### config.mk
export PLATFORM = sky130hd
export DESIGN_NAME = pcileech_pcie_tx_arbiter
export DESIGN_NICKNAME = d
export VERILOG_FILES = /design/src/rtl/pcileech_pcie_tx_arbiter_pkg.sv /design/src/rtl/pcileech_rr_pick.sv /design/src/rtl/pcileech_pcie_tx_arbiter.sv
export SDC_FILE = /design/constraint.sdc
export NUM_CORES = 1
export LEC_CHECK = 0
export CORE_AREA = 2 2 121 123
export CTS_CLUSTER_SIZE = 40
export DETAILED_ROUTE_END_ITERATION = 8
export DIE_AREA = 0 0 123 125
export PLACE_DENSITY = 0.63
export SLEW_MARGIN = 20
export SYNTH_ARGS = -nofsm -noshare
export SYNTH_HDL_FRONTEND = slang
export SYNTH_HIERARCHICAL = 1
export SYNTH_SLANG_ARGS = --single-unit
### constraint.sdc
create_clock -name i_clk_pcie -period 3.4 [get_ports i_clk_pcie]
set_input_delay 0.85 -clock i_clk_pcie [delete_from_list [all_inputs] [get_ports i_clk_pcie]]
set_output_delay 0.85 -clock i_clk_pcie [all_outputs]
set_load 0.1 [all_outputs]
### src/rtl/pcileech_pcie_tx_arbiter_pkg.sv
// Shared types and constants for the PCIe TX arbiter.
// Used by pcileech_pcie_tx_arbiter and pcileech_rr_pick.
package pcileech_pcie_tx_arbiter_pkg;

    typedef enum logic [1:0] {
        IDLE = 2'd0,
        BUSY = 2'd1,
        CFG  = 2'd2
    } tx_arb_state_t;

    localparam int TXBUF_MIN_DEFAULT = 2;

    // Index width that stays at least one bit wide for degenerate sizes.
    function automatic int idx_width(input int n);
        return (n > 1) ? $clog2(n) : 1;
    endfunction

endpackage

### src/rtl/pcileech_rr_pick.sv
// Combinational rotate-priority encoder: returns the first asserted request
// at or after i_ptr, wrapping modulo N, plus a found flag.
module pcileech_rr_pick
    import pcileech_pcie_tx_arbiter_pkg::*;
#(
    parameter int N = 3,
    parameter int W = idx_width(N)
) (
    input  logic [N-1:0] i_req,
    input  logic [W-1:0] i_ptr,
    output logic [W-1:0] o_idx,
    output logic         o_found
);

    logic [N-1:0] w_rot;
    logic [W:0]   w_sum;

    // Rotate so bit 0 is the pointer position; the lowest set bit wins.
    always_comb begin
        w_rot   = N'({i_req, i_req} >> i_ptr);
        w_sum   = '0;
        o_idx   = '0;
        o_found = 1'b0;
        for (int k = N - 1; k >= 0; k--) begin
            if (w_rot[k]) begin
                o_found = 1'b1;
                w_sum   = {1'b0, i_ptr} + (W + 1)'(k);
                if (w_sum >= (W + 1)'(N)) begin
                    o_idx = W'(w_sum - (W + 1)'(N));
                end else begin
                    o_idx = W'(w_sum);
                end
            end
        end
    end

endmodule

### src/rtl/pcileech_pcie_tx_arbiter.sv
// Packet-granular round-robin arbiter for the PCIe core's 64-bit TX stream,
// also sequencing the core's internal config-TLP grant.
// Optional: PCILEECH_TXARB_PRIO0_EN gives source 0 strict priority.
module pcileech_pcie_tx_arbiter
    import pcileech_pcie_tx_arbiter_pkg::*;
#(
    parameter int NSRC      = 3,
    parameter int TXBUF_MIN = TXBUF_MIN_DEFAULT
) (
    input  logic                     i_clk_pcie,
    input  logic                     i_rst,
    input  logic [NSRC*64-1:0]       i_src_data,
    input  logic [NSRC*8-1:0]        i_src_keep,
    input  logic [NSRC-1:0]          i_src_last,
    input  logic [NSRC-1:0]          i_src_valid,
    output logic [NSRC-1:0]          o_src_ready,
    output logic [63:0]              o_tx_data,
    output logic [7:0]               o_tx_keep,
    output logic                     o_tx_last,
    output logic                     o_tx_valid,
    input  logic                     i_tx_ready,
    input  logic [5:0]               i_tx_buf_av,
    input  logic                     i_tx_cfg_req,
    output logic                     o_tx_cfg_gnt,
    output logic [$clog2(NSRC)-1:0]  o_grant_id,
    output logic                     o_grant_active
);

    localparam int         GW      = $clog2(NSRC);
    localparam logic [5:0] BUF_MIN = 6'(TXBUF_MIN);

    tx_arb_state_t r_state, w_state_nxt;
    logic [GW-1:0] r_rr_ptr, w_rr_ptr_nxt;
    logic [GW-1:0] r_grant_id, w_grant_id_nxt;
    logic [GW-1:0] w_pick_idx, w_win_idx, w_rr_after, w_rr_end;
    logic          w_pick_found, w_win_found;
    logic [NSRC-1:0] w_pick_req;
    logic [63:0]   w_sel_data;
    logic [7:0]    w_sel_keep;
    logic          w_sel_last, w_sel_valid, w_pkt_end;

`ifdef PCILEECH_TXARB_PRIO0_EN
    // Source 0 bypasses the rotation; the others share it and the pointer skips 0.
    assign w_pick_req  = {i_src_valid[NSRC-1:1], 1'b0};
    assign w_win_idx   = i_src_valid[0] ? '0 : w_pick_idx;
    assign w_win_found = |i_src_valid;
    assign w_rr_end    = (r_grant_id == '0) ? r_rr_ptr :
                         (w_rr_after == '0) ? GW'(1) : w_rr_after;
`else
    assign w_pick_req  = i_src_valid;
    assign w_win_idx   = w_pick_idx;
    assign w_win_found = w_pick_found;
    assign w_rr_end    = w_rr_after;
`endif

    assign w_rr_after = (r_grant_id == GW'(NSRC - 1)) ? '0 : r_grant_id + GW'(1);

    pcileech_rr_pick #(
        .N (NSRC),
        .W (GW)
    ) u_rr_pick (
        .i_req   (w_pick_req),
        .i_ptr   (r_rr_ptr),
        .o_idx   (w_pick_idx),
        .o_found (w_pick_found)
    );

    always_comb begin
        w_sel_data  = '0;
        w_sel_keep  = '0;
        w_sel_last  = 1'b0;
        w_sel_valid = 1'b0;
        for (int i = 0; i < NSRC; i++) begin
            if (r_grant_id == GW'(i)) begin
                w_sel_data  = i_src_data[i*64 +: 64];
                w_sel_keep  = i_src_keep[i*8 +: 8];
                w_sel_last  = i_src_last[i];
                w_sel_valid = i_src_valid[i];
            end
        end
    end

    assign w_pkt_end = (r_state == BUSY) && w_sel_valid && i_tx_ready && w_sel_last;

    always_ff @(posedge i_clk_pcie) begin
        if (i_rst) begin
            r_state    <= IDLE;
            r_rr_ptr   <= '0;
            r_grant_id <= '0;
        end else begin
            r_state    <= w_state_nxt;
            r_rr_ptr   <= w_rr_ptr_nxt;
            r_grant_id <= w_grant_id_nxt;
        end
    end

    // Config requests win over user sources only at a packet boundary.
    always_comb begin
        w_state_nxt    = r_state;
        w_rr_ptr_nxt   = r_rr_ptr;
        w_grant_id_nxt = r_grant_id;
        case (r_state)
            IDLE: begin
                if (i_tx_cfg_req) begin
                    w_state_nxt = CFG;
                end else if (w_win_found && (i_tx_buf_av >= BUF_MIN)) begin
                    w_state_nxt    = BUSY;
                    w_grant_id_nxt = w_win_idx;
                end
            end
            CFG: begin
                if (!i_tx_cfg_req) begin
                    w_state_nxt = IDLE;
                end
            end
            BUSY: begin
                if (w_pkt_end) begin
                    w_state_nxt  = IDLE;
                    w_rr_ptr_nxt = w_rr_end;
                end
            end
            default: w_state_nxt = IDLE;
        endcase
    end

    always_comb begin
        o_tx_data   = '0;
        o_tx_keep   = '0;
        o_tx_last   = 1'b0;
        o_tx_valid  = 1'b0;
        o_src_ready = '0;
        if (r_state == BUSY) begin
            o_tx_data  = w_sel_data;
            o_tx_keep  = w_sel_keep;
            o_tx_last  = w_sel_last;
            o_tx_valid = w_sel_valid;
            for (int i = 0; i < NSRC; i++) begin
                if (r_grant_id == GW'(i)) begin
                    o_src_ready[i] = i_tx_ready;
                end
            end
        end
    end

    assign o_tx_cfg_gnt   = (r_state == CFG);
    assign o_grant_active = (r_state == BUSY);
    assign o_grant_id     = r_grant_id;

endmodule
==> flow_summary.ini, run 1 <==
[layout]
layout-area-overhead-vs-synth_pct = 194
antennaDiodeCount = 0
final_cells = 873
multi_input_comb_area_mm2 = 0.00266
fillers = 1299
final_layout_size_suffix_gt1_share_pct = 26.4
num-nets-final = 925
fin_area_mm2 = 0.00713
final-seq-area_um2 = 125

[setup_path]
timing.setup.critical_path_class = input port to output pin
worst_flop_to_flop_path_startpoint = r_rr_ptr[0]
critical_path_buf_inv_count = 2
arrival_ps = 2230
cp_cell_sequence = clkdlybuf4s50_1 -> mux2i_1 -> a2bb2oi_1 -> nor2_2 -> buf_12
cp.required_ps = 2550
crit_fanout = 8
critical_path.endpoint_type = output pin
worstRegToRegCells = 8
cp.depth = 5
critical-path-slowest-cell = clkdlybuf4s50_1
slowest_delay_ps = 540
r2r-end = o_grant_id[0]
family_of_cells_with_the_greatest_summed_delay_on_the_critical_path = buffers and inverters
startpoint_type = input port
rrSetupSlack_ps = 1440

[synthesis]
syn_area_mm2 = 0.00242
synth-seq-cells = 6
seq_total_area_yosys_pct = 4.95
syn_nets = 635
syn-instance-count = 400
share_of_synthesized_flip_flops_with_an_asynchronous_set_or_reset_pct = 0
netlist.area_leader.share_pct = 32.6
post-synth-top-area-cell = mux2i_1
synthDistinctLibCells = 35
per_instance_average_area_after_synthesis_um2 = 6.06
yosysWarnings = 6
synth.top_cells.by_area = mux2i_1, nor2_1, a21oi_1, dfxtp_1, buf_2
synth-edff-count = 0
synthMostInstantiatedCell = nor2_1
yosys-top-cells-count = nor2_1, a21oi_1, mux2i_1
synth_ff_type = dfxtp_1

[timing]
min_period_ps = 3080
hold_violations = 0
min_period_over_period_pct = 90.5
timing_worst_slew_pin_value_ps = 563
final-max-slew-violation-count = 0
setup_repair_after_global_routing_missed_its_margin = false
hold_ws_ps = 547
finClkSkew_ps = 6.11
setup_viol = 0
setup_ws_ps = 322
slew_headroom_pct = 62.4
fmax_ghz = 0.325

[clock_tree]
cts_tree = built
number_of_gates_resized_after_cts = 0
path_clk_slew_ps = 40
cts_inserted_buffers = 3
cts.sinks = 6
clock_tree.buffer_depth = 2
cts_htree_levels = 1
clk-insertion-delay-late_ps = 230
ctsRootBufferMaster = clkbuf_16
post_cts_buffers = 0
post_cts_hold_buffer_count = 0

[min_path]
hold_end = r_state[1]
whs_path_depth = 1
hold_start = r_state[0]
hold_class = flip-flop to flip-flop

[route]
vias = 3998
drt-initial-drc-count = 97
postRouteWirelength_mm = 13.4
routed_length_per_instance_um = 15.4
viasPerCell = 4.58
drc = 0
antenna_left = 0
first_pass_iters = 4

[global_routing]
grt.overflow.total = 0
first_pass_grt_wire_length_mm = 20.5
grt_antenna_before_repair = 0
grt_use_total_pct = 16.4
first_global_vias = 4054
grt_start_max_net_pins = 53

[die]
placementRows = 44
dieHeight_um = 125
coreArea_mm2 = 0.0142
io_pins = 313
die_x_um = 123
initial_utilization_pct = 17.1
die-area_mm2 = 0.0154

[place]
placement.setup.worst_slack_ps = 344
gp_routability_congestion = 0.897
hpwl_mm = 11.1
placed_cell_area_mm2 = 0.00705
place.port_buffers = 311
placed_cells = 869

[power_and_ir_drop]
leakage_nw = 2.48
power.total_w = 0.00167
max-vdd-ir-drop_v = 0.000147
power.density_mw_per_mm2 = 235

[outcome]
status = complete, no violations

[flow_run]
maximum_capacitance_violations = 0
==> final cells by class <==
type,count,share of cell area [%]
inverters,4,0.211
multi-input cells,353,37.3
repair buffers,322,56.4
flip-flops and latches,6,1.76
well taps,184,3.23
clock buffers,4,1.11
==> cell usage in the layout (no fill, tap or decap), types with 2 or more instances in the layout <==
master	netlist	final
a21oi_1	79	79
a2bb2oi_1	2	2
buf_12	0	82
buf_4	5	10
clkbuf_16	0	3
clkdlybuf4s50_1	0	230
dfxtp_1	6	4
ha_1	3	3
inv_1	4	4
mux2i_1	79	79
nand2_1	3	3
nand3_1	4	4
nand3b_1	3	3
nand4_1	2	2
nor2_1	153	79
nor2_2	0	4
nor2_4	0	70
o211ai_2	2	2
o2bb2ai_1	2	2
o31ai_1	2	2
==> flip-flops by register name, summed over array words and instances (netlist names) <==
| name | cells |
|---|---|
| o_grant_id | 2 |
| r_rr_ptr | 2 |
| r_state | 2 |
==> through the flow <==
stage               TNS, ps  utilization [%]
floorplan              -281                -
detailed placement        0             49.6
CTS                       0             50.2
finish                    0             50.2
global route              0             50.2
global placement          0             49.6
==> power breakdown <==
| group | internal, W | leakage, nW | switching, W | total [W] |
|---|---|---|---|---|
| sequential | 0.0000745 | 0.0502 | 0.0000177 | 0.0000921 |
| combinational | 0.000600 | 2.39 | 0.000787 | 0.00139 |
| clock | 0.000156 | 0.0382 | 0.0000398 | 0.000195 |
==> how the worst max path moves through the flow <==
stage | from | to | slack (ps)
2_1_floorplan | o_grant_id[1] | o_src_ready[2] | -280
3_3_place_gp | i_src_valid[2] | o_tx_valid | 360
3_5_place_dp | i_src_valid[2] | o_tx_valid | 340
4_1_cts | i_src_valid[2] | o_tx_valid | 340
5_1_grt | i_src_valid[2] | o_tx_valid | 230
6_report | i_src_valid[2] | o_tx_valid | 320
==> metal layers <==
metal | wire [µm] | vias to the layer above | track usage (%)
met5 | 0 | - | 0
met4 | 336 | 0 | 4.01
met3 | 1430 | 24 | 4.01
met2 | 6870 | 220 | 31.0
met1 | 4780 | 1794 | 18.0
li1 | - | 1960 | -
==> kinds of logic after synthesis <==
kind of cell    synth area share [%]
simple gates                    30.7
compound gates                  20.9
mux                             33.1
buf+inv                         8.82
flops                           4.95
fa+ha+maj                       1.55
Note: power is estimated with default switching activity, not from simulation.
==> inputs of run 2 (changes only) <==
--- a/config.mk
+++ b/config.mk
@@ -6,7 +6,7 @@
 export NUM_CORES = 1
 export LEC_CHECK = 0
 export CORE_AREA = 2 2 121 123
-export CTS_CLUSTER_SIZE = 40
+export CTS_CLUSTER_SIZE = 28
 export DETAILED_ROUTE_END_ITERATION = 8
 export DIE_AREA = 0 0 123 125
 export PLACE_DENSITY = 0.63
==> results of run 2 <==
The final DEF is identical to that of run 1; final timing and power are the same.
